==> config.mk <==
export PLATFORM = sky130hd
export DESIGN_NAME = ex_div_flat
export DESIGN_NICKNAME = d
export VERILOG_FILES = /design/src/rtl/ex_div_if.sv /design/src/rtl/ex_div.sv /design/src/flat_wrapper.sv
export SDC_FILE = /design/constraint.sdc
export NUM_CORES = 1
export LEC_CHECK = 0
export BUFFER_PORTS_ARGS = -buffer_cell sky130_fd_sc_hd__clkbuf_2
export CAP_MARGIN = 20
export CORE_UTILIZATION = 55
export DETAILED_ROUTE_END_ITERATION = 7
export PLACE_DENSITY = 0.72
export SKIP_CTS_REPAIR_TIMING = 1
export SLEW_MARGIN = 10
export SYNTH_ARGS = -nofsm -noshare
export SYNTH_HDL_FRONTEND = slang
export SYNTH_SLANG_ARGS = --single-unit
==> constraint.sdc <==
create_clock -name clk -period 8.25 [get_ports clk]
set_clock_uncertainty 0.05 [all_clocks]
set_input_delay 1.2375 -clock clk [delete_from_list [all_inputs] [get_ports clk]]
set_output_delay 1.2375 -clock clk [all_outputs]
set_load 0.01 [all_outputs]
==> src/rtl/ex_div_if.sv <==
`default_nettype none
// ============================================================================
// Module   : ex_div_if
// Brief    : EX-stage <-> iterative divider request/result bundle.
// Revision : 1.0 - initial release
// ============================================================================
interface ex_div_if #(
  parameter int DW = 32
);
  logic            start;
  logic            signed_div;
  logic [DW-1:0]   opNum1;
  logic [DW-1:0]   opNum2;
  logic            cancel;
  logic [2*DW-1:0] result;
  logic            ready;

  modport master (
    output start, signed_div, opNum1, opNum2, cancel,
    input  result, ready
  );

  modport slave (
    input  start, signed_div, opNum1, opNum2, cancel,
    output result, ready
  );
endinterface
`default_nettype wire

==> src/rtl/ex_div.sv <==
`default_nettype none
// ============================================================================
// Module   : ex_div
// Brief    : Multi-cycle restoring divider (DIV/DIVU), {remainder, quotient}.
// Revision : 1.0 - initial release
// ============================================================================
module ex_div #(
  parameter int DW = 32
) (
  input  logic     clk,
  input  logic     rst,
  ex_div_if.slave  bus
);

  localparam int            CW          = $clog2(DW);
  localparam logic [CW-1:0] c_last_step = CW'(DW - 1);

  typedef enum logic [1:0] {
    FREE    = 2'd0,
    BY_ZERO = 2'd1,
    ON      = 2'd2,
    END     = 2'd3
  } state_t;

  state_t          r_state;
  state_t          w_state_nxt;

  logic [CW-1:0]   r_cnt;
  logic [DW-1:0]   r_dvd;
  logic [DW-1:0]   r_rem;
  logic [DW-1:0]   r_dvs;
  logic            r_signed;
  logic            r_neg1;
  logic            r_neg2;
  logic [2*DW-1:0] r_result;

  logic            w_load;
  logic            w_step;
  logic            w_finish;
  logic            w_divisor_zero;
  logic [DW-1:0]   w_mag1;
  logic [DW-1:0]   w_mag2;
  logic [DW:0]     w_rem_sh;
  logic            w_no_borrow;
  logic [DW-1:0]   w_diff;
  logic [DW-1:0]   w_rem_nxt;
  logic [DW-1:0]   w_quo_nxt;
  logic [DW-1:0]   w_quo_fix;
  logic [DW-1:0]   w_rem_fix;

  // Operand magnitudes; only signed requests are folded to absolute values.
  assign w_divisor_zero = (bus.opNum2 == '0);
  assign w_mag1 = (bus.signed_div && bus.opNum1[DW-1]) ? -bus.opNum1 : bus.opNum1;
  assign w_mag2 = (bus.signed_div && bus.opNum2[DW-1]) ? -bus.opNum2 : bus.opNum2;

  // Restoring step: the dividend register gradually becomes the quotient.
  assign w_rem_sh    = {r_rem, r_dvd[DW-1]};
  assign w_no_borrow = (w_rem_sh >= {1'b0, r_dvs});
  assign w_diff      = w_rem_sh[DW-1:0] - r_dvs;
  assign w_rem_nxt   = w_no_borrow ? w_diff : w_rem_sh[DW-1:0];
  assign w_quo_nxt   = {r_dvd[DW-2:0], w_no_borrow};

  assign w_quo_fix = (r_signed && (r_neg1 ^ r_neg2)) ? -w_quo_nxt : w_quo_nxt;
  assign w_rem_fix = (r_signed && r_neg1)            ? -w_rem_nxt : w_rem_nxt;

  always_ff @(posedge clk or negedge rst) begin
    if (!rst) begin
      r_state <= FREE;
    end else begin
      r_state <= w_state_nxt;
    end
  end

  always_comb begin
    w_state_nxt = r_state;
    w_load      = 1'b0;
    w_step      = 1'b0;
    w_finish    = 1'b0;
    if (bus.cancel) begin
      w_state_nxt = FREE;
    end else begin
      case (r_state)
        FREE: begin
          if (bus.start) begin
            if (w_divisor_zero) begin
              w_state_nxt = BY_ZERO;
            end else begin
              w_state_nxt = ON;
              w_load      = 1'b1;
            end
          end
        end
        BY_ZERO: begin
          w_state_nxt = END;
        end
        ON: begin
          w_step = 1'b1;
          if (r_cnt == c_last_step) begin
            w_state_nxt = END;
            w_finish    = 1'b1;
          end
        end
        END: begin
          if (!bus.start) begin
            w_state_nxt = FREE;
          end
        end
        default: begin
          w_state_nxt = FREE;
        end
      endcase
    end
  end

  always_ff @(posedge clk or negedge rst) begin
    if (!rst) begin
      r_cnt    <= '0;
      r_dvd    <= '0;
      r_rem    <= '0;
      r_dvs    <= '0;
      r_signed <= 1'b0;
      r_neg1   <= 1'b0;
      r_neg2   <= 1'b0;
      r_result <= '0;
    end else begin
      if (w_load) begin
        r_dvd    <= w_mag1;
        r_dvs    <= w_mag2;
        r_rem    <= '0;
        r_cnt    <= '0;
        r_signed <= bus.signed_div;
        r_neg1   <= bus.opNum1[DW-1];
        r_neg2   <= bus.opNum2[DW-1];
      end else if (w_step) begin
        r_dvd <= w_quo_nxt;
        r_rem <= w_rem_nxt;
        r_cnt <= r_cnt + 1'b1;
      end
      // Result is captured on the last step and held only while in END.
      if (w_finish) begin
        r_result <= {w_rem_fix, w_quo_fix};
      end else if ((r_state != END) || bus.cancel) begin
        r_result <= '0;
      end
    end
  end

  assign bus.ready  = (r_state == END);
  assign bus.result = (r_state == END) ? r_result : '0;

endmodule
`default_nettype wire
==> src/flat_wrapper.sv <==
// flat-port wrapper written by rule: the top's interface ports become plain ports
module ex_div_flat 
#(
  parameter int DW = 32
)
  (clk, rst, bus_start, bus_signed_div, bus_opNum1, bus_opNum2, bus_cancel, bus_result, bus_ready);
  ex_div_if #(.DW(DW)) bus_i ();
  input  logic clk;
  input  logic rst;
  input wire logic [$bits(bus_i.start)-1:0] bus_start;
  input wire logic [$bits(bus_i.signed_div)-1:0] bus_signed_div;
  input wire logic [$bits(bus_i.opNum1)-1:0] bus_opNum1;
  input wire logic [$bits(bus_i.opNum2)-1:0] bus_opNum2;
  input wire logic [$bits(bus_i.cancel)-1:0] bus_cancel;
  output wire logic [$bits(bus_i.result)-1:0] bus_result;
  output wire logic [$bits(bus_i.ready)-1:0] bus_ready;
  assign bus_i.start = bus_start;
  assign bus_i.signed_div = bus_signed_div;
  assign bus_i.opNum1 = bus_opNum1;
  assign bus_i.opNum2 = bus_opNum2;
  assign bus_i.cancel = bus_cancel;
  assign bus_result = bus_i.result;
  assign bus_ready = bus_i.ready;
  ex_div #(.DW(DW)) u_core (.clk(clk), .rst(rst), .bus(bus_i));
endmodule
==> metrics.txt <==
Critical Path Source Type=input pin; post-synthesis sequential area ratio=approximately a third; die area=23200 sq um; most frequent cells in the layout=nand2_1, dfrtp_1, o21ai_0; Cells after Synth=1545; Worst Hold Launch=u_core.r_result[33]; clock latency at the later pin of the worst-skew pair=roughly 0.44 ns; hold path cells=2; # DRC=3; Nets=between 1500 and 2000; Post-synth top flop=dfrtp_1; Worst R2R End=u_core.r_result[30]; DRT antenna net count=0; HP Class=reg2reg; Max Freq=192 MHz; Setup violations, final=0; DR vias=11400; Syn Std Cell Area=12500 sq um; number of library cell types mapped by synthesis=between 70 and 80; ys async rst share=100%; GRT Total Usage=between 20 and 30%; Chip Width=between 150 and 200 microns; commonest non-fill, non-tap cell in the layout=nand2_1; ratio of cells with drive above 1 in the final layout=about 12%; drt first pass iters=8; number of synthesized flops with an enable pin=0; setup TNS=0 ns; Routed wire per std cell=between 15 and 20 microns; Arrival @ worst endpoint=between 5 and 6 ns; RSZ-0062 raised after global routing=no; Inst Count DP=roughly 1900; Power per Cell Area=457 nW/um^2; outcome=complete, but fails checks; die height=152 microns; Mean Syn Cell Area=8.06 sq um; area grow syn2layout=10.9%; CTS H-Tree Depth=4; VDD IR-drop max=roughly 210 uV; Hold EP=u_core.r_result[33]; crit path launch=bus_opNum2[2]; FP Rows=54; crit path kind=in2reg; total CTS buffers=17; Fin. Hold Viols=0; setup slack after layout=3.05 ns; antenna fix cells=0; first-pass GRT wire length=53700 microns; worst hold slack=0.423 ns; CTS root buffer=clkbuf_16; largest net degree at the start of global routing=111; Clock Path Buffers=2; Slew Limit Headroom=roughly 28%; Reg clk slew, reported paths=~0.06 ns; port buffer count=133; CTS Sinks=170; Via density=~6.0; post-layout min period=between 5 and 6 ns; period utilization=a little over three fifths; Leak=between 6 and 7 nW; Routed Wire Length=33400 microns; core area=approximately 22000 sq um; Max-cap violations=0; Final Core Density=~63%; RR Startpoint=u_core.r_rem[17]; Req. time, crit path=8.46 ns; Critical Path End Type=register; syn nets=between 1500 and 2000; GP Congestion=0.942; CP max FO=110; number of antenna violations at the first check in global routing=0; total grt overflow=0; DPL Wire Length=~25000 microns; Synth Warn #=0; # IOs=around 130; Placement Setup Slack=about 2.7 ns; Starting DRT DRC Count=1113; Layout Cells excl Fill=roughly 1900; final slew viol count=0; CTS tree=done; failing checks=design-rule violations; R2R Setup Slk=3.12 ns; Yosys reg bits=170; R2R cell count=17; Slew @ Worst Pin=1.08 ns; vias in the first global route=approximately 10000; Initial Util=between 50% and 60%
-- sequential cells by signal, indices dropped and copies added, names as in the netlist --
signal           flops
u_core.r_dvd        32
u_core.r_state       2
u_core.r_neg1        1
u_core.r_rem        32
u_core.r_result     64
u_core.r_dvs        32
u_core.r_neg2        1
u_core.r_cnt         5
u_core.r_signed      1
-- power by group --
part	total [mW]	switching, mW	internal [mW]
Combinational	4.14	2.65	1.50
Sequential	1.34	0.273	1.06
Clock	0.832	0.352	0.480
Total	6.31	3.27	3.04
-- routing by layer --
| metal | GRT usage, % | wire length, microns |
|---|---|---|
| met1 | 47.2 | 17100 |
| met3 | 4.12 | 2610 |
| met2 | 39.7 | 13200 |
| met5 | 0 | 0 |
| met4 | 6.78 | 391 |
-- final cells by class --
class	count	area [sq um]
Timing Repair Buffer	144	754
Tap cell	280	350
Inverter	52	195
Fill cell	1945	8220
Clock inverter	13	166
Clock buffer	19	433
Multi-Input combinational cell	1233	7660
Sequential cell	170	4250
-- metrics by stage --
stage	instance area, sq um	power (mW)
2_1_floorplan	12500	4.33
3_3_place_gp	13200	5.30
3_5_place_dp	13200	5.36
4_1_cts	13800	6.21
5_1_grt	13800	6.75
6_report	13800	6.31
-- worst max-delay path by stage --
stage,to,slack [ns]
detailed placement,u_core.r_dvd[1],2.71
finish,u_core.r_dvd[1],3.05
floorplan,u_core.r_result[62],3.65
global route,u_core.r_result[30],2.67
global placement,u_core.r_dvd[1],2.71
CTS,u_core.r_dvd[1],3.15
-- worst max-delay path: stages --
cell      delay (ns)
clkbuf_2        0.11
or3_1           0.36
nor3b_1         0.35
and3b_1         0.28
and2_1          0.18
nand2_1         0.08
nor3_1          0.34
nand2_1         0.17
nor3_1          0.77
nor3_2          0.20
buf_4           0.34
buf_4           0.46
a211oi_1        0.37
a31oi_1         0.07
-- synth_stat cells (6+ instances only) --
master,n,area [sq um]
nand2_1,212,796
buf_2,20,100
clkbuf_1,63,236
or3_1,16,100
nor2b_1,7,43.8
xor2_1,61,534
a211oi_1,34,255
nand3_1,17,85.1
dfrtp_1,170,4250
o21ai_1,15,75.1
o211ai_1,9,67.6
a31oi_1,15,93.8
o21ai_0,163,816
nand4_1,13,81.3
nor4_1,18,113
nor3b_1,6,45.0
o31ai_1,17,128
nor3_1,39,195
buf_1,6,22.5
a21o_1,7,52.6
inv_1,52,195
mux2i_1,45,450
nand2b_1,9,56.3
and2_1,75,469
a21oi_1,88,440
o21a_1,9,67.6
nor2_1,135,507
and3_1,8,50.1
o41ai_1,11,96.3
xnor2_1,81,709
or4_1,10,75.1
ha_1,41,513
-- cell families after synthesis --
| logic type | count (synthesis) | synth area share, % |
|---|---|---|
| xor gates and xnor gates | 143 | 10.1 |
| adders and majority gates | 42 | 4.28 |
| buffers and inverters | 142 | 4.54 |
| muxes | 49 | 3.98 |
| AOI/OAI and AO/OA | 416 | 20.6 |
| DFF | 170 | 34.2 |
| and+or+nand+nor | 583 | 22.3 |
(Power assumes the default switching activity.)
